[src/rtl/pipe_pkg.sv]
// Shared definitions for the skid-buffered pipeline register: FSM encoding and
// the default statistics counter width.
package pipe_pkg;

  typedef enum logic [1:0] {
    ST_EMPTY = 2'd0,
    ST_BUSY  = 2'd1,
    ST_FULL  = 2'd2
  } pipe_state_e;

  localparam int unsigned PIPE_COUNT_W = 32;

endpackage

[src/rtl/pipe_skid_reg_if.sv]
// Valid/ready handshake bundle for one pipeline stage boundary: the upstream
// (in_*) and downstream (out_*) sides of a pipe_skid_reg.
interface pipe_skid_reg_if #(
  parameter int unsigned WIDTH = 32
);

  logic             in_valid;
  logic             in_ready;
  logic [WIDTH-1:0] in_data;
  logic             out_valid;
  logic             out_ready;
  logic [WIDTH-1:0] out_data;

  // Environment side: produces upstream data, consumes downstream data
  modport master (
    output in_valid, in_data, out_ready,
    input  in_ready, out_valid, out_data
  );

  // Register side
  modport slave (
    input  in_valid, in_data, out_ready,
    output in_ready, out_valid, out_data
  );

endinterface

[src/rtl/pipe_stats_ctr.sv]
// Free-running event counter for pipeline statistics; wraps modulo 2^COUNT_W
// and is cleared only by the asynchronous reset.
module pipe_stats_ctr #(
  parameter int unsigned COUNT_W = 32
) (
  input  logic               clk,
  input  logic               clr,
  input  logic               inc,
  output logic [COUNT_W-1:0] cnt
);

  always_ff @(posedge clk or posedge clr) begin
    if (clr) begin
      cnt <= '0;
    end else if (inc) begin
      cnt <= cnt + COUNT_W'(1);
    end
  end

endmodule

[src/rtl/pipe_skid_reg.sv]
// Pipeline register with valid/ready handshake, one-entry skid buffer, sync flush
// and registered in_ready. Optional stall/transfer counters under PIPE_STATS_EN.
module pipe_skid_reg
  import pipe_pkg::*;
#(
  parameter int unsigned      WIDTH      = 32,
  parameter logic [WIDTH-1:0] RESET_DATA = '0,
  parameter int unsigned      COUNT_W    = PIPE_COUNT_W
) (
  input  logic               clk,
  input  logic               clr,
  input  logic               flush,
  pipe_skid_reg_if.slave     bus,
  output logic [COUNT_W-1:0] stall_cnt,
  output logic [COUNT_W-1:0] xfer_cnt
);

  pipe_state_e      state_q, state_d;
  logic [WIDTH-1:0] main_p0, main_d;
  logic [WIDTH-1:0] skid_p0, skid_d;
  logic             in_ready_q;
  logic             in_fire, out_fire;

  assign bus.in_ready  = in_ready_q;
  assign bus.out_valid = (state_q != ST_EMPTY);
  assign bus.out_data  = main_p0;

  assign in_fire  = bus.in_valid & in_ready_q;
  assign out_fire = bus.out_valid & bus.out_ready;

  always_comb begin
    state_d = state_q;
    main_d  = main_p0;
    skid_d  = skid_p0;
    if (flush) begin
      // Squash wins over any transfer; an accepted input is silently discarded
      state_d = ST_EMPTY;
      main_d  = RESET_DATA;
      skid_d  = RESET_DATA;
    end else begin
      unique case (state_q)
        ST_EMPTY: begin
          if (in_fire) begin
            state_d = ST_BUSY;
            main_d  = bus.in_data;
          end
        end
        ST_BUSY: begin
          if (in_fire && out_fire) begin
            main_d = bus.in_data;
          end else if (in_fire) begin
            state_d = ST_FULL;
            skid_d  = bus.in_data;
          end else if (out_fire) begin
            state_d = ST_EMPTY;
          end
        end
        ST_FULL: begin
          if (out_fire) begin
            state_d = ST_BUSY;
            main_d  = skid_p0;
          end
        end
        default: state_d = ST_EMPTY;
      endcase
    end
  end

  // Stage p0: state, ready and payload registers
  always_ff @(posedge clk or posedge clr) begin
    if (clr) begin
      state_q    <= ST_EMPTY;
      in_ready_q <= 1'b1;
      main_p0    <= RESET_DATA;
      skid_p0    <= RESET_DATA;
    end else begin
      state_q    <= state_d;
      in_ready_q <= (state_d != ST_FULL);
      main_p0    <= main_d;
      skid_p0    <= skid_d;
    end
  end

`ifdef PIPE_STATS_EN
  logic stall_ev;
  assign stall_ev = bus.out_valid & ~bus.out_ready;

  pipe_stats_ctr #(.COUNT_W(COUNT_W)) u_stall_ctr (
    .clk (clk),
    .clr (clr),
    .inc (stall_ev),
    .cnt (stall_cnt)
  );

  pipe_stats_ctr #(.COUNT_W(COUNT_W)) u_xfer_ctr (
    .clk (clk),
    .clr (clr),
    .inc (out_fire),
    .cnt (xfer_cnt)
  );
`else
  assign stall_cnt = '0;
  assign xfer_cnt  = '0;
`endif

endmodule

[src/flat_wrapper.sv]
// flat-port wrapper written by rule: the top's interface ports become plain ports
module pipe_skid_reg_flat import pipe_pkg::*;
#(
  parameter int unsigned      WIDTH      = 32,
  parameter logic [WIDTH-1:0] RESET_DATA = '0,
  parameter int unsigned      COUNT_W    = PIPE_COUNT_W
)
  (clk, clr, flush, stall_cnt, xfer_cnt, bus_in_valid, bus_in_data, bus_out_ready, bus_in_ready, bus_out_valid, bus_out_data);
  pipe_skid_reg_if #(.WIDTH(WIDTH)) bus_i ();
  input  logic clk;
  input  logic clr;
  input  logic flush;
  output logic [COUNT_W-1:0] stall_cnt;
  output logic [COUNT_W-1:0] xfer_cnt;
  input wire logic [$bits(bus_i.in_valid)-1:0] bus_in_valid;
  input wire logic [$bits(bus_i.in_data)-1:0] bus_in_data;
  input wire logic [$bits(bus_i.out_ready)-1:0] bus_out_ready;
  output wire logic [$bits(bus_i.in_ready)-1:0] bus_in_ready;
  output wire logic [$bits(bus_i.out_valid)-1:0] bus_out_valid;
  output wire logic [$bits(bus_i.out_data)-1:0] bus_out_data;
  assign bus_i.in_valid = bus_in_valid;
  assign bus_i.in_data = bus_in_data;
  assign bus_i.out_ready = bus_out_ready;
  assign bus_in_ready = bus_i.in_ready;
  assign bus_out_valid = bus_i.out_valid;
  assign bus_out_data = bus_i.out_data;
  pipe_skid_reg #(.WIDTH(WIDTH), .RESET_DATA(RESET_DATA), .COUNT_W(COUNT_W)) u_core (.clk(clk), .clr(clr), .flush(flush), .bus(bus_i), .stall_cnt(stall_cnt), .xfer_cnt(xfer_cnt));
endmodule
[config.mk]
export PLATFORM = sky130hd
export DESIGN_NAME = pipe_skid_reg_flat
export DESIGN_NICKNAME = d
export VERILOG_FILES = /design/src/rtl/pipe_pkg.sv /design/src/rtl/pipe_skid_reg_if.sv /design/src/rtl/pipe_stats_ctr.sv /design/src/rtl/pipe_skid_reg.sv /design/src/flat_wrapper.sv
export SDC_FILE = /design/constraint.sdc
export NUM_CORES = 1
export LEC_CHECK = 0
export ABC_AREA = 0
export CAP_MARGIN = 0
export CORE_MARGIN = 5
export CORE_UTILIZATION = 34
export CTS_CLUSTER_SIZE = 24
export DETAILED_ROUTE_END_ITERATION = 6
export PLACE_DENSITY_LB_ADDON = 0.05
export SYNTH_ARGS = -nofsm -noshare
export SYNTH_HDL_FRONTEND = slang
export SYNTH_HIERARCHICAL = 1
export SYNTH_SLANG_ARGS = --single-unit
export TNS_END_PERCENT = 100
[constraint.sdc]
create_clock -name clk -period 1.92 [get_ports clk]
set_input_delay 0.288 -clock clk [delete_from_list [all_inputs] [get_ports clk]]
set_output_delay 0.288 -clock clk [all_outputs]
set_load 0.005 [all_outputs]
==> summary.txt, run 1 <==
Route
  • Via count: 2,515
  • Post-route DRC: 0
  • Antenna-violating nets left: 0
  • Detailed Route Iter0 Violations: a little over 60
  • Final wirelength: roughly 8000 um
  • Drt first pass iters: 4
  • Wire per inst: 14.0 um
  • Via density: 4.37

Placement
  • GPL Wtd Cong: about 0.67
  • HPWL after DPL: roughly 5400 um
  • Port Buf Inserts: 70

Finish
  • Nets: ~470
  • Share of post-route cells with drive strength above 1: 0.0820
  • Reg area: 0.00168 mm^2
  • Area occupied by multi-input gates: 0.00146 mm^2
  • ANT cells: 0
  • Layout fillers: 1,026
  • Layout area overhead: 23.4%

Die
  • Ports: between 100 and 150
  • Core area: ~0.01 mm^2
  • Die height: about 110 um
  • Rows: 37
  • Initial core utilization: 0.345
  • DIE WIDTH: 112 um
  • Full die area: about 0.012 mm^2

Clock tree
  • Clock Path Buffers: 2
  • Clock transition at the registers of the reported paths: 70 ps
  • Worst skew pair latency: 330 ps
  • CTS root buffer: clkbuf_8
  • CTS tree: yes
  • CTS Buf Count: 9
  • CTS H-tree lvls: 3
  • Sink Count: 67

Global routing
  • Largest net degree at the start of global routing: 68
  • Initial antenna violation count: 0
  • Number of global-route vias before repair: between 2,000 and 2,500
  • All-Layer GR Usage: 0.124
  • GRT overflow: 0
  • First-pass GRT wire length: ~13,000 um

Synth
  • Post-synthesis sequential area ratio: 0.478
  • Average size of a mapped cell: about 9.6 um^2
  • Area contributors post-synth: dfrtp_1, buf_4, mux2i_1
  • Cell Area, Synth: between 0.003 and 0.004 mm^2
  • Area fraction of the dominant cell type after synthesis: 0.470
  • Synth cell types: 25
  • Post-synth top area cell: dfrtp_1
  • Post-synth EDFFs: 0
  • Most frequent cell after synthesis: buf_4
  • Synthesis warning total: 6
  • Top cells by instance count after synthesis: buf_4, dfrtp_1, nand2_1
  • Post-Syn Instances: ~370
  • Flops & latches, synth: 67
  • Synth async-reset ratio: 1.00
  • Prevailing post-synth register cell: dfrtp_1

STA
  • Worst hold margin: around 390 ps
  • Final hold vios: 0
  • Final setup viols: 0
  • Unrepaired setup endpoints after global routing: no
  • Sum of negative setup slack: 0 ps
  • Crit share post-route: 0.945
  • Fmax achieved: 0.551 GHz
  • Max-slew violations: 0
  • Crit path time final: around 1800 ps
  • Clock skew: ~4.9 ps

Worst setup path
  • Critical path required time: 1630 ps
  • Critical Path Source Type: register
  • Worst setup path category: register to primary output
  • Critical path arrival: around 1500 ps
  • Crit path max fanout: 9
  • CP endpoint kind: primary output

Pwr
  • Static Leak: about 2.1 nW
  • VDD IR max: a little over 0.0003 V
  • P per Cell Area: around 740 mW/mm^2

Outcome
  • Status: finished, final reports clean

Job
  • Max Cap Viol: 0

Hold path
  • Worst Hold Class: input port to asynchronous set/reset pin
[logic make-up after synthesis]
group / count (synthesis) / share of synthesized area
buffers and inverters: 89 / 0.177
AND/OR/NAND/NOR: 109 / 0.131
other: 1 / 0.00107
multiplexers: 32 / 0.0912
flip-flops: 67 / 0.478
AO/OA/AOI/OAI: 68 / 0.123
[placed cells by master (no fill, tap or decap), types with 10 or more instances in the layout]
master / instances
clkdlybuf4s50_1: 69
nand2_1: 66
dfrtp_1: 65
conb_1: 64
nor2_1: 33
a211oi_1: 33
a21oi_1: 32
mux2i_1: 32
clkbuf_8: 11
buf_4: 10
[per-stage QoR]
step,instances,setup WS [ps],instance area [um^2],util,power (mW)
finish,575,105,4340,0.426,3.19
global route,575,40.9,4340,0.426,3.40
CTS,575,33.6,4330,0.426,3.25
global placement,561,47.6,4170,0.409,2.20
floorplan,429,297,3750,-,1.96
detailed placement,561,29.8,4170,0.409,2.20
[critical path: stages (launching register included)]
cell	delay, ps
dfrtp_2	470
or2_2	290
clkdlybuf4s50_1	440
[where the power goes]
| group | leakage (nW) | total [mW] | switching [mW] | internal [mW] |
|---|---|---|---|---|
| logic | 1.11 | 0.614 | 0.296 | 0.317 |
| clock network | 0.0908 | 1.02 | 0.501 | 0.518 |
| registers | 0.895 | 1.56 | 0.0546 | 1.50 |
| total | 2.10 | 3.19 | 0.852 | 2.34 |
[sequential cells by signal (all words and copies together) (netlist names)]
name,count
u_core/skid_p0,32
u_core/bus.out_data,32
u_core/state_q,2
u_core/bus.in_ready,1
[final timing paths]
path,startpoint,end,slack (ps),depth (start not counted)
worst max register to register,u_core/bus.in_ready,u_core/skid_p0[25],270,5
worst min-delay path,clr,u_core/bus.out_data[13],390,3
worst min register to register,u_core/skid_p0[13],u_core/skid_p0[13],520,2
max in group asynchronous,clr,u_core/bus.in_ready,1190,3
worst max-delay path,u_core/state_q[1],bus_out_valid,110,2
min in group clk,flush,u_core/skid_p0[24],420,2
[repair_timing]
action / in CTS / in global routing
setup endpoints to repair: 0 / 1
gates resized for setup: 0 / 1
setup buffers: 0 / 0
hold buffers: 0 / 0
[layout make-up]
cell class / count / share of cell area
clock buffers: 11 / 0.0349
clock inverters: 3 / 0.00346
inverters: 1 / 0.00173
multi-input cells: 273 / 0.337
flip-flops and latches: 67 / 0.387
well taps: 136 / 0.0392
repair buffers: 84 / 0.196
[metal layers]
layer	global-route usage	wire [um]
met4	0.0414	102
met3	0.0364	460
met5	0	0
met1	0.177	3820
met2	0.180	3640
Note: power is estimated with default switching activity, not from simulation.
==> run 2, diff against run 1 <==
--- a/config.mk
+++ b/config.mk
@@ -12,4 +12,5 @@
 export CTS_CLUSTER_SIZE = 24
 export DETAILED_ROUTE_END_ITERATION = 6
+export HOLD_SLACK_MARGIN = 0.06
 export PLACE_DENSITY_LB_ADDON = 0.05
 export SYNTH_ARGS = -nofsm -noshare
==> constraint.sdc (replaced) <==
create_clock -name clk -period 1.92 [get_ports clk]
set_input_delay 0.288 -clock clk [delete_from_list [all_inputs] [get_ports clk]]
set_output_delay 0.288 -clock clk [all_outputs]
set_load 0.02 [all_outputs]
==> summary.txt, run 2 (synthesized netlist as in run 1, its figures left out) <==
Outcome
  • Status: finished, final reports clean

Route
  • Via density: about 4.4
  • Drt first pass iters: 6
  • Post-route DRC: 0
  • Final wirelength: approximately 8100 um
  • Antenna-violating nets left: 0
  • Via count: around 2,600
  • Detailed Route Iter0 Violations: between 80 and 90
  • Wire per inst: around 14 um

Global routing
  • Number of global-route vias before repair: between 2,000 and 3,000
  • Initial antenna violation count: 0
  • First-pass GRT wire length: 13,100 um
  • All-Layer GR Usage: 0.129
  • Largest net degree at the start of global routing: just under 70
  • GRT overflow: 0

Die
  • Die height: approximately 110 um
  • Ports: 135
  • Core area: around 0.010 mm^2
  • Full die area: approximately 0.012 mm^2
  • Rows: 37
  • DIE WIDTH: roughly 110 um
  • Initial core utilization: 0.345

Worst setup path
  • Critical path required time: between 1500 and 2000 ps
  • Worst setup path category: register to primary output
  • Crit Reg-Reg Startpoint: u_core/bus.in_ready
  • CP endpoint kind: primary output
  • Max incr delay on CP: roughly 620 ps
  • Worst path slowest cell: clkdlybuf4s50_1
  • Critical Path Source Type: register
  • CP Launch Point: u_core/bus.in_ready
  • Crit path max fanout: 5
  • WP buf/inv: 1
  • Critical path arrival: ~1500 ps
  • Worst path cell trace: clkdlybuf4s50_1
  • Delay-heaviest family, CP: buffers and inverters

Finish
  • Layout area overhead: 25.7%
  • Share of post-route cells with drive strength above 1: 0.0837
  • Commonest non-fill, non-tap cells in the layout: clkdlybuf4s50_1, nand2_1, dfrtp_1, conb_1
  • Nets: between 400 and 500
  • ANT cells: 0
  • Final Instance Count excl. Fillers: 578
  • Most common cell after layout, fill and taps aside: clkdlybuf4s50_1

STA
  • Unrepaired setup endpoints after global routing: no
  • Final setup viols: 0
  • Fin worst setup slack: around 110 ps
  • Fmax achieved: approximately 0.55 GHz
  • Clock skew: about 9.6 ps
  • Max-slew violations: 0
  • Sum of negative setup slack: 0 ps
  • Final hold vios: 0
  • Crit share post-route: 0.943
  • Crit path time final: 1810 ps

Placement
  • Pre-CTS WS: approximately 37 ps
  • HPWL after DPL: between 5000 and 6000 um
  • GPL Wtd Cong: ~0.67
  • DP Cell Count: between 500 and 600
  • Port Buf Inserts: 70

Hold path
  • Worst Hold Class: input port to asynchronous set/reset pin

Pwr
  • Static Leak: 2.14 nW
  • VDD IR max: 0.000367 V
  • P per Cell Area: ~860 mW/mm^2

Clock tree
  • CTS H-tree lvls: 3
  • CTS root buffer: clkbuf_8
  • Post-CTS Hold Fix Bufs: 0
  • Worst skew pair latency: between 300 and 400 ps
  • Clock Path Buffers: 2
  • CTS tree: yes
  • Sink Count: 67
  • Clock transition at the registers of the reported paths: about 80 ps
  • CTS Buf Count: 9

Job
  • Max Cap Viol: 0
==> run 2: repair_timing <==
action	CTS	global route
gates resized for setup	1	0
setup endpoints to repair	1	0
setup buffers	0	0
==> run 2: path summary, 6_finish.rpt <==
path / end / slack (ps) / cells past startpoint
worst max-delay path: bus_in_ready / 110 / 1
worst min-delay path: u_core/skid_p0[13] / 390 / 3
worst max register to register: u_core/skid_p0[25] / 260 / 5
worst min register to register: u_core/skid_p0[23] / 520 / 2
max in group asynchronous: u_core/bus.in_ready / 1190 / 3
min in group clk: u_core/skid_p0[21] / 410 / 2
==> run 2: power by group <==
group	switching (mW)	total, mW	internal (mW)	leakage (nW)
registers	0.0533	1.56	1.50	0.896
clock network	0.548	1.44	0.895	0.123
logic	0.465	0.783	0.318	1.12
total	1.07	3.78	2.72	2.14
==> run 2: cell type report <==
type,instances,area (um^2)
fill,1037,5770
sequential,67,1680
multi-input combinational,273,1460
timing repair buffer,85,857
tap,136,170
clock buffer,11,141
clock inverter,5,100
inverter,1,7.51
==> run 2: per-stage QoR <==
| stage | hold slack [ps] | cell area [um^2] | util | power, mW |
|---|---|---|---|---|
| CTS | 400 | 4420 | 0.434 | 3.83 |
| global route | 400 | 4420 | 0.434 | 3.97 |
| finish | 386 | 4420 | 0.434 | 3.78 |
| detailed placement | 515 | 4180 | 0.410 | 2.38 |
| global placement | 509 | 4180 | 0.410 | 2.37 |
| floorplan | 355 | 3750 | - | 2.13 |
==> run 2: layer usage <==
metal  GRT usage  wire, um  share of wire
met4      0.0462       128          0.016
met2       0.193      3760           0.46
met1       0.180      3780           0.47
met3      0.0359       429          0.053
met5           0         0              0
==> run 3, diff against run 2 <==
- ABC_AREA: 0 -> default
- REMOVE_ABC_BUFFERS: default -> 1
==> summary.txt, run 3 (synthesized netlist as in run 1, its figures left out) <==
Worst setup path
  • Worst path cell trace: clkdlybuf4s50_1
  • Worst setup path category: register to primary output
  • Critical path required time: roughly 1600 ps
  • Critical path arrival: 1510 ps
  • Max incr delay on CP: about 610 ps
  • Worst path slowest cell: clkdlybuf4s50_1
  • Critical Path Source Type: register
  • CP endpoint kind: primary output
  • Delay-heaviest family, CP: buffers and inverters
  • WP buf/inv: 1
  • Crit path max fanout: 5

Finish
  • Util after Layout: 0.433
  • Share of post-route cells with drive strength above 1: 0.0841
  • Layout area overhead: 25.4%
  • Nets: ~470
  • Finished Cell Area: roughly 0.0044 mm^2
  • Commonest non-fill, non-tap cells in the layout: clkdlybuf4s50_1, nand2_1, dfrtp_1, conb_1
  • ANT cells: 0
  • Layout fillers: 1,049
  • Most common cell after layout, fill and taps aside: clkdlybuf4s50_1

Route
  • Detailed Route Iter0 Violations: 84
  • Post-route DRC: 0
  • Antenna-violating nets left: 0
  • Drt first pass iters: 4
  • Via count: ~2,500
  • Wire per inst: around 14 um
  • Final wirelength: a little over 8000 um
  • Via density: between 4 and 5

Pwr
  • P per Cell Area: roughly 800 mW/mm^2
  • VDD IR max: between 0.0002 and 0.0003 V
  • Static Leak: ~2.1 nW

Clock tree
  • CTS resizes: 2
  • CTS tree: yes
  • CTS Buf Count: 9
  • Worst skew pair latency: approximately 340 ps
  • CTS root buffer: clkbuf_8
  • Post-CTS Setup Repair Bufs: 0
  • Post-CTS Hold Fix Bufs: 0
  • Clock transition at the registers of the reported paths: about 80 ps
  • CTS H-tree lvls: 3
  • Sink Count: 67
  • Clock Path Buffers: 2

Die
  • Full die area: roughly 0.012 mm^2
  • Initial core utilization: 0.345
  • Rows: 37
  • DIE WIDTH: around 110 um
  • Core area: a little over 0.01 mm^2
  • Die height: about 110 um
  • Ports: around 140

Global routing
  • Routing usage on met3: 0.0370
  • All-Layer GR Usage: 0.130
  • Largest net degree at the start of global routing: 68
  • GRT overflow: 0
  • First-pass GRT wire length: roughly 13,000 um
  • Initial antenna violation count: 0
  • Met2 usage: 0.199
  • Number of global-route vias before repair: approximately 2,500
  • GRT busiest layer: met2
  • Routing usage on met1: 0.176

STA
  • Crit path time final: between 1500 and 2000 ps
  • Worst hold margin: 355 ps
  • Crit share post-route: 0.936
  • Unrepaired setup endpoints after global routing: no
  • Clock skew: ~12 ps
  • Final hold vios: 0
  • Fmax achieved: around 0.56 GHz
  • Max-slew violations: 0
  • Final setup viols: 0

Placement
  • HPWL after DPL: around 5200 um
  • DP Area: between 0.004 and 0.005 mm^2
  • GPL Wtd Cong: roughly 0.72
  • Port Buf Inserts: 70

Job
  • Max Cap Viol: 0

Outcome
  • Status: finished, final reports clean

Hold path
  • Worst Hold Class: input port to asynchronous set/reset pin
[run 3: path summary, 6_finish.rpt]
| check | from | endpoint | slack, ps | cells after the start |
|---|---|---|---|---|
| max in group asynchronous | clr | u_core/bus.in_ready | 1240 | 3 |
| setup / recovery | u_core/bus.in_ready | bus_in_ready | 120 | 1 |
| min in group clk | flush | u_core/skid_p0[7] | 430 | 2 |
| setup reg to reg | u_core/bus.in_ready | u_core/skid_p0[10] | 270 | 5 |
| hold / removal | clr | u_core/bus.out_data[28] | 350 | 3 |
| hold reg to reg | u_core/skid_p0[22] | u_core/skid_p0[22] | 520 | 2 |
[run 3: tightest hold or removal path, cell delays in order]
cell and delay (ps):
clkdlybuf4s50_1 420, inv_2 70, buf_12 330
[run 3: layer usage]
layer,wire length (um),share of wire
met1,3670,0.45
met2,3860,0.48
met3,471,0.058
met4,63,0.0078
met5,0,0
[run 3: final cells by class]
cell class	count	area, um^2	area share
multi-input cells	273	1460	0.332
repair buffers	83	880	0.200
clock buffers	11	151	0.0344
well taps	136	170	0.0386
flip-flops and latches	67	1680	0.381
clock inverters	5	60.1	0.0136
inverters	1	3.75	0.000852
[run 3: through the flow]
step / power [mW] / std cells / setup TNS (ps) / setup slack [ps]
finish: 3.59 / 576 / 0 / 122
global route: 3.78 / 576 / 0 / 67.9
CTS: 3.65 / 576 / 0 / 91.7
detailed placement: 2.38 / 560 / 0 / 44.6
global placement: 2.38 / 560 / 0 / 70.4
floorplan: 2.00 / 341 / -26640 / -507
[run 3: report_power, final]
part           leakage, nW  internal [mW]  switching [mW]
Sequential           0.895           1.50          0.0559
Combinational         1.13          0.322           0.461
Clock                0.106          0.676           0.573
Total                 2.13           2.50            1.09
==> variant, RTL diff (config.mk and constraints of run 1) <==
`PIPE_COUNT_W`: 32 -> 64.
--- a/src/rtl/pipe_pkg.sv
+++ b/src/rtl/pipe_pkg.sv
@@ -8,7 +8,7 @@
     ST_FULL  = 2'd2
   } pipe_state_e;
 
-  localparam int unsigned PIPE_COUNT_W = 32;
+  localparam int unsigned PIPE_COUNT_W = 64;
 
 endpackage
 
Ports: changed (resized stall_cnt and xfer_cnt); port bits go from 135 to 199. No check against the original RTL was run, so the function may have changed too.
==> variant against run 1 <==
- clock power increased by 42%
- routed wire length increased by 6.1%
- final area increased by 8.2%
- first-iteration DRC count increased by 51%
- area after synthesis increased by 14%
- total power increased by 14%
- sequential cell count unchanged
- sequential power about the same
- critical endpoint unchanged
- utilization decreased by 1.7 points
- setup slack got worse by 27 ps
==> variant: results (changes against run 1) <==
INFO  global_route   maximum_number_of_pins_on_one_net_before_global_route_repair=51 [was 68]
INFO  place          detailed_place_hpwl=6.07mm [was 5.44 mm]
INFO  clock_tree     number_of_buffers_on_the_longest_clock_path=2 [unchanged]
INFO  power          worst_ir_drop_vdd=0.417mV [was 0.307 mV]
INFO  logic_synthesis ys_top_cells_by_count=132 x buf_4, 66 x dfrtp_1, 66 x nand2_1, 33 x a211oi_1, 33 x nor2_1 [was 68 x buf_4, 66 x dfrtp_1, 66 x nand2_1, 33 x a211oi_1, 33 x nor2_1]
INFO  logic_synthesis yosys_most_used_dff=dfrtp_1 [unchanged]
INFO  timing         slew_violations=0 [unchanged]
INFO  clock_tree     postCtsSetupRepairBufs=0 [unchanged]
INFO  power          p_leak=2.35nW [was 2.10 nW]
INFO  global_route   number_of_global_route_vias_before_repair=2622 [was 2400]
INFO  logic_synthesis synth_xor_xnor_area_share=0% [unchanged]
INFO  finish         fin_nets=537 [was 473]
INFO  critical_path  crit_family=flip-flops [unchanged]
INFO  outcome        result_of_the_run=finished, final reports clean [unchanged]
INFO  finish         final_layout_size_suffix_gt1_share=6.75% [was 8.20%]
INFO  critical_path  critPathSlowestCell=dfrtp_1 [was dfrtp_2]
INFO  drt            detailroute.via_count=2684 [was 2515]
INFO  clock_tree     root_buffer=clkbuf_16 [was clkbuf_8]
INFO  critical_path  peak_per_stage_delay_on_the_critical_path=480ps
INFO  place          gp_routability_congestion=0.680 [was 0.665]
INFO  global_route   grt_antenna_before_repair=0 [unchanged]
INFO  critical_path  crit_path_max_fanout=9 [unchanged]
INFO  global_route   grt_pass1_wl=13.8mm [was 12.6 mm]
INFO  place          port_buffers=70 [unchanged]
INFO  clock_tree     post_cts_resize_count=0 [unchanged]
INFO  hold_path      timing.hold.worst.class=primary input to async pin [unchanged]
INFO  finish         filler_cell_count=1181 [was 1026]
INFO  logic_synthesis synthAdderAreaFrac=0% [unchanged]
INFO  logic_synthesis synthArstFlopShare=100% [unchanged]
INFO  clock_tree     insertion_delay=310ps [was 330 ps]
INFO  logic_synthesis complex_gate_fraction_of_the_synthesized_area=10.8% [was 12.3%]
INFO  logic_synthesis synth.yosys.seq_area_share=42.0% [was 47.8%]
INFO  clock_tree     tritoncts_buffers=9 [unchanged]
INFO  drt            initialDrtViolationCount=92 [was 61]
INFO  clock_tree     clk_pin_slew_worst_paths=50ps [was 70 ps]
INFO  drt            wl_per_cell=13.2um [was 14.0 um]
INFO  global_route   track_usage=12.0% [was 12.4%]
INFO  drt            dr.pass1.iters=4 [unchanged]
INFO  finish         antenna-diode-count=0 [unchanged]
INFO  logic_synthesis synthDistinctLibCells=25 [unchanged]
INFO  timing         maxSlewHeadroom=57.2%
INFO  logic_synthesis synth.top_cells.by_area=dfrtp_1 41%, buf_4 25%, mux2i_1 8.0% [was dfrtp_1 47%, buf_4 15%, mux2i_1 9.1%]
INFO  logic_synthesis yosysWarningCount=6 [unchanged]
INFO  timing         fin_skew=3.58ps [was 4.92 ps]
INFO  logic_synthesis synthMuxAreaShare=8.02% [was 9.12%]
INFO  clock_tree     cts_max_level=3 [unchanged]
[variant: path summary, 6_finish.rpt]
| kind | startpoint | to | slack (ps) | cells after the start |
|---|---|---|---|---|
| worst max-delay path | u_core/state_q[1] | bus_out_valid | 80 | 2 |
| worst min-delay path | clr | u_core/bus.out_data[12] | 280 | 2 |
| worst max register to register | u_core/bus.in_ready | u_core/skid_p0[20] | 270 | 5 |
| worst min register to register | u_core/skid_p0[5] | u_core/skid_p0[5] | 520 | 2 |
| max in group asynchronous | clr | u_core/bus.in_ready | 1130 | 3 |
| min in group clk | flush | u_core/skid_p0[16] | 510 | 2 |
[variant: kinds of logic after synthesis]
family                 count (synthesis)
other                                  1
and+or+nand+nor                      109
buffers and inverters                153
AOI/OAI and AO/OA                     68
muxes                                 32
DFF                                   67
[variant: power breakdown]
part           switching, mW  total (mW)  internal, mW
Sequential            0.0507        1.56          1.51
Clock                  0.551        1.45         0.895
Combinational          0.329       0.645         0.316
[variant: layout make-up]
| cell class | instances | area [sq um] | share of cell area [%] |
|---|---|---|---|
| Clock buffer | 12 | 246 | 5.25 |
| Clock inverter | 3 | 15.0 | 0.320 |
| Inverter | 1 | 7.51 | 0.160 |
| Multi-Input combinational cell | 337 | 1700 | 36.3 |
| Sequential cell | 67 | 1680 | 35.8 |
| Tap cell | 143 | 179 | 3.81 |
| Timing Repair Buffer | 84 | 863 | 18.4 |
[variant: metal layers]
layer / GRT usage (%) / wire, um / vias up
met5: 0 / 0 / -
met4: 2.58 / 23 / 0
met3: 3.92 / 704 / 2
met2: 20.3 / 4150 / 114
met1: 14.8 / 3640 / 1255
li1: - / - / 1313
[variant: per-stage QoR]
stage          hold WS, ps  worst slack [ps]  instance area, sq um  utilization (%)  std cells
3_3_place_gp           509              67.7                  4430             38.6        632
5_1_grt                312              28.5                  4690             40.9        647
3_5_place_dp           515              40.5                  4430             38.6        632
2_1_floorplan          355               297                  4470                -        557
6_report               285              78.8                  4690             40.9        647
4_1_cts                288              53.3                  4690             40.9        647
